File: config.mk
export PLATFORM = sky130hd
export DESIGN_NAME = fifo_ctrl
export DESIGN_NICKNAME = d
export VERILOG_FILES = /design/src/rtl/fifo_pkg.sv /design/src/rtl/fifo_ctrl.sv
export SDC_FILE = /design/constraint.sdc
export NUM_CORES = 1
export LEC_CHECK = 0
export ABC_CLOCK_PERIOD_IN_PS = 6200
export BUFFER_PORTS_ARGS = -buffer_cell sky130_fd_sc_hd__buf_2
export CORE_ASPECT_RATIO = 1.1
export CORE_MARGIN = 4
export CORE_UTILIZATION = 47
export DETAILED_ROUTE_END_ITERATION = 6
export PLACE_DENSITY = 0.81
export SLEW_MARGIN = 20
export SYNTH_ARGS = -nofsm -noshare
export SYNTH_HDL_FRONTEND = slang
export SYNTH_SLANG_ARGS = --single-unit
File: constraint.sdc
create_clock -name clk -period 6.2 [get_ports clk]
set_clock_uncertainty 0.2 [all_clocks]
set_input_delay 0.31 -clock clk [delete_from_list [all_inputs] [get_ports clk]]
set_output_delay 0.31 -clock clk [all_outputs]
set_load 0.005 [all_outputs]
File: src/rtl/fifo_pkg.sv
// Shared widths, depth and word types for the 512x20 FIFO controller and its memory.
package fifo_pkg;
  localparam int AW       = 9;
  localparam int DW       = 20;
  localparam int AF_LEVEL = 448;
  localparam int DEPTH    = 2**AW;

  typedef logic [AW-1:0] addr_t;
  typedef logic [AW:0]   cnt_t;
  typedef logic [DW-1:0] word_t;
endpackage

File: src/rtl/fifo_ctrl.sv
// Pointer/occupancy/handshake controller that turns mem_twoport into a synchronous FIFO.
module fifo_ctrl #(
  parameter int AW       = fifo_pkg::AW,
  parameter int DW       = fifo_pkg::DW,
  parameter int AF_LEVEL = fifo_pkg::AF_LEVEL
) (
  input  logic          clk,
  input  logic          rst_n,
  input  logic          flush,
  input  logic          in_valid,
  output logic          in_ready,
  input  logic [DW-1:0] in_data,
  output logic          out_valid,
  input  logic          out_ready,
  output logic [DW-1:0] out_data,
  output logic [AW-1:0] mem_ra,
  output logic [AW-1:0] mem_wa,
  output logic          mem_write,
  output logic [DW-1:0] mem_d,
  input  logic [DW-1:0] mem_q,
  output logic [AW:0]   count,
  output logic          full,
  output logic          empty,
  output logic          almost_full
);

  localparam logic [AW:0] FULL_CNT = (AW+1)'(2**AW);
  localparam logic [AW:0] AF_CNT   = (AW+1)'(AF_LEVEL);

  logic [AW-1:0] wr_ptr_q, wr_ptr_d;
  logic [AW-1:0] rd_ptr_q, rd_ptr_d;
  logic [AW:0]   count_q,  count_d;
  logic          push, pop;

  // Status flags come only from registered count, so ready/valid never see the inputs.
  assign full        = (count_q == FULL_CNT);
  assign empty       = (count_q == '0);
  assign almost_full = (count_q >= AF_CNT);
  assign in_ready    = !full;
  assign out_valid   = !empty;
  assign count       = count_q;

  // rst_n gates the write strobe so the memory is never written while held in reset.
  assign push = in_valid & in_ready & !flush & rst_n;
  assign pop  = out_valid & out_ready & !flush;

  assign mem_write = push;
  assign mem_wa    = wr_ptr_q;
  assign mem_d     = in_data;
  assign mem_ra    = rd_ptr_q;
  assign out_data  = mem_q;

  always_comb begin
    wr_ptr_d = wr_ptr_q;
    rd_ptr_d = rd_ptr_q;
    count_d  = count_q;
    if (flush) begin
      wr_ptr_d = '0;
      rd_ptr_d = '0;
      count_d  = '0;
    end else begin
      if (push) wr_ptr_d = wr_ptr_q + AW'(1);
      if (pop)  rd_ptr_d = rd_ptr_q + AW'(1);
      case ({push, pop})
        2'b10:   count_d = count_q + (AW+1)'(1);
        2'b01:   count_d = count_q - (AW+1)'(1);
        default: count_d = count_q;
      endcase
    end
  end

  always_ff @(posedge clk or negedge rst_n) begin
    if (!rst_n) begin
      wr_ptr_q <= '0;
      rd_ptr_q <= '0;
      count_q  <= '0;
    end else begin
      wr_ptr_q <= wr_ptr_d;
      rd_ptr_q <= rd_ptr_d;
      count_q  <= count_d;
    end
  end

endmodule

==> summary.txt <==
Critical path
  – Worst EP arrival: 4020 ps
  – Critical path peak fanout: 30
  – Worst setup path startpoint: rst_n
  – Startpoint Class: input pin
  – CP Data Required Time: 6180 ps
  – Setup crit end kind: flip-flop
  – Worst Setup Path Type: in2reg
  – R2r startpoint: count[2]

Placement
  – Hpwl dp: 2.96 mm
  – Final Wtd Congestion: 0.858
  – Placed Instance Area: 1960 um2
  – IO Port Bufs: 38

Synth
  – Mapped cell area: 2030 um2
  – Fraction of registers with async set or reset after synthesis: 100%
  – Synth area leader: dfrtp_1
  – Number of synthesized flops with an enable pin: 0
  – Number of synthesis warnings: 0
  – Yosys top cell area share: 34.5%
  – Synth area leaders: dfrtp_1 35%, buf_4 15%, ha_1 6.2%
  – Post-synthesis sequential area ratio: 34.5%
  – Mean Syn Cell Area: 8.94 um2
  – Cells after Synth: 227
  – Post-synth top cells: 40 x buf_4, 28 x dfrtp_1, 24 x nand2_1
  – Synth unique cells: 37
  – Most numerous cell in the Yosys netlist: buf_4
  – Syn_nets: 283
  – Seq cells post-synth: 28
  – Main synth FF type: dfrtp_1

Floorplanning
  – Die height: 76.9 um
  – Io pins: 119
  – Row count: 24
  – Die Wd: 70.7 um
  – Die ar.: 5430 um2
  – Core area: 4050 um2
  – Initial core utilization: 50.1%

Power and ir drop
  – Peak VDD IR: 0.294 mV
  – Leak: 1.03 nW
  – Pwr/cell area: 385 nW/um2

STA
  – Hold WS: 284 ps
  – RSZ-0062 raised after global routing: no
  – Final Hold Viols: 0
  – Fmax: 248 MHz
  – Final min period: 4040 ps
  – Worst-Margin Slew: 648 ps
  – Final setup viols: 0
  – Sum of negative setup slack: 0 ps
  – Tcrit/Tclk final: 65.2%
  – Max_slew headroom: 56.8%
  – Slew Viols, Final: 0

CTS
  – Clock Latency Late Sink: 280 ps
  – H-tree depth: 1
  – Reg clk slew, reported paths: 100 ps
  – CTS tree: built
  – Hold Buf Count CTS: 1
  – Clock root buffer: clkbuf_8
  – Postcts setup bufs: 0
  – Clock buffer depth: 2
  – CTS sink count: 28
  – Post_cts resized: 0
  – TritonCTS Buffers: 3

Route
  – Vias: 1571
  – Post-route DRC: 0
  – Drt wl/cell: 14.6 um
  – Iteration-0 DRC count of the detailed router: 100
  – ANT nets after route: 0
  – Final WL: 4.03 mm
  – Drt first pass iters: 4
  – Vias per cell: 5.67

Global routing
  – Pin count of the biggest net entering global routing: 34
  – Vias in the first global route: 1467
  – Initial antenna violation count: 0
  – First-pass GRT wire length: 6.89 mm
  – Gr ovfl total: 0
  – Total GRT Usage: 15.4%

Finish
  – Share of cells above drive strength 1: 21.8%
  – Final net count: 282
  – Synth-to-layout area growth: 0.493%
  – Storage cell area: 701 um2
  – Design area: 2040 um2
  – Diode count: 0
  – Area of the multi-input gates: 976 um2
  – Fill cells: 377

Min path
  – HP Class: in2reg
  – Hold Crit Start: out_ready

Run
  – Maxcap violations: 0

Status
  – Status: finished, final reports clean
[through the flow]
stage | std cells | setup slack (ps) | total power [mW] | utilization [%]
detailed placement | 272 | 2270 | 0.637 | 48.3
global route | 277 | 1830 | 0.853 | 50.3
CTS | 277 | 2160 | 0.789 | 50.3
global placement | 272 | 2340 | 0.632 | 48.3
floorplan | 227 | 2450 | 0.543 | -
finish | 277 | 2160 | 0.785 | 50.3
[cells by family after synthesis]
kind of cell               after synthesis  synth area share (%)
and+or+nand+nor                         77                  19.6
buffers and inverters                   52                  17.4
DFF                                     28                  34.5
xor gates and xnor gates                17                  7.34
adders and majority gates               11                  7.15
AOI/OAI and AO/OA                       42                  14.0
[cell usage in the layout (no fill, tap or decap), drive strengths merged]
master,count
o21ai,8
ha,10
inv,7
o311ai,1
nand4,6
a22o,1
or4,1
or3,6
nor2,15
nand2b,3
buf,38
or2,1
and3,4
clkbuf,3
xnor2,6
nand3,6
a31o,2
fa,1
xor2,11
nor4,3
o31ai,7
a221o,1
nand2,24
bufinv,1
a211oi,1
dlygate4sd3,1
a21o,3
nor3,4
a21oi,13
and2,3
a211o,1
dfrtp,28
a31oi,3
o41ai,1
or3b,1
[state kept, by name, indices dropped and copies added, names as in the netlist]
register / cells
count: 10
mem_wa: 9
mem_ra: 9
[final cells by class]
| cell class | instances | area share (%) |
|---|---|---|
| Tap cell | 52 | 3.19 |
| Inverter | 7 | 1.29 |
| Multi-Input combinational cell | 147 | 47.9 |
| Clock buffer | 3 | 2.02 |
| Sequential cell | 28 | 34.4 |
| Timing Repair Buffer | 39 | 9.82 |
| Clock inverter | 1 | 1.47 |
[power by group]
part | switching (mW) | internal (mW) | leakage [nW]
registers | 0.0575 | 0.219 | 0.382
logic | 0.203 | 0.159 | 0.609
clock network | 0.0602 | 0.0866 | 0.0357
total | 0.321 | 0.465 | 1.03
[routing by layer]
layer,global-route usage (%),vias to the layer above,share of wire (%)
met5,0,-,0
met4,3.57,0,0.99
met3,5.23,9,9.7
met2,25.7,67,48
met1,19.2,752,42
li1,-,743,-
[final timing paths]
kind                             endpoint  slack, ps  depth (start not counted)
worst max-delay path             count[9]       2160                         13
max in group asynchronous       mem_ra[6]       4990                          2
worst min register to register  mem_wa[8]        360                          2
worst min-delay path            mem_ra[1]        280                          5
worst max register to register   count[9]       2210                         12
min in group asynchronous       mem_wa[2]        390                          2
[critical path, stage by stage]
cell and delay, ps:
dlygate4sd3_1 530, buf_2 340, and2_1 300, and2_1 220
or3_1 370, inv_1 250, ha_1 360, a21o_1 200
a21oi_1 130, o21ai_0 180, a211o_1 320, or4_1 390
o311ai_0 90
Power figures use the tool's default switching activity.
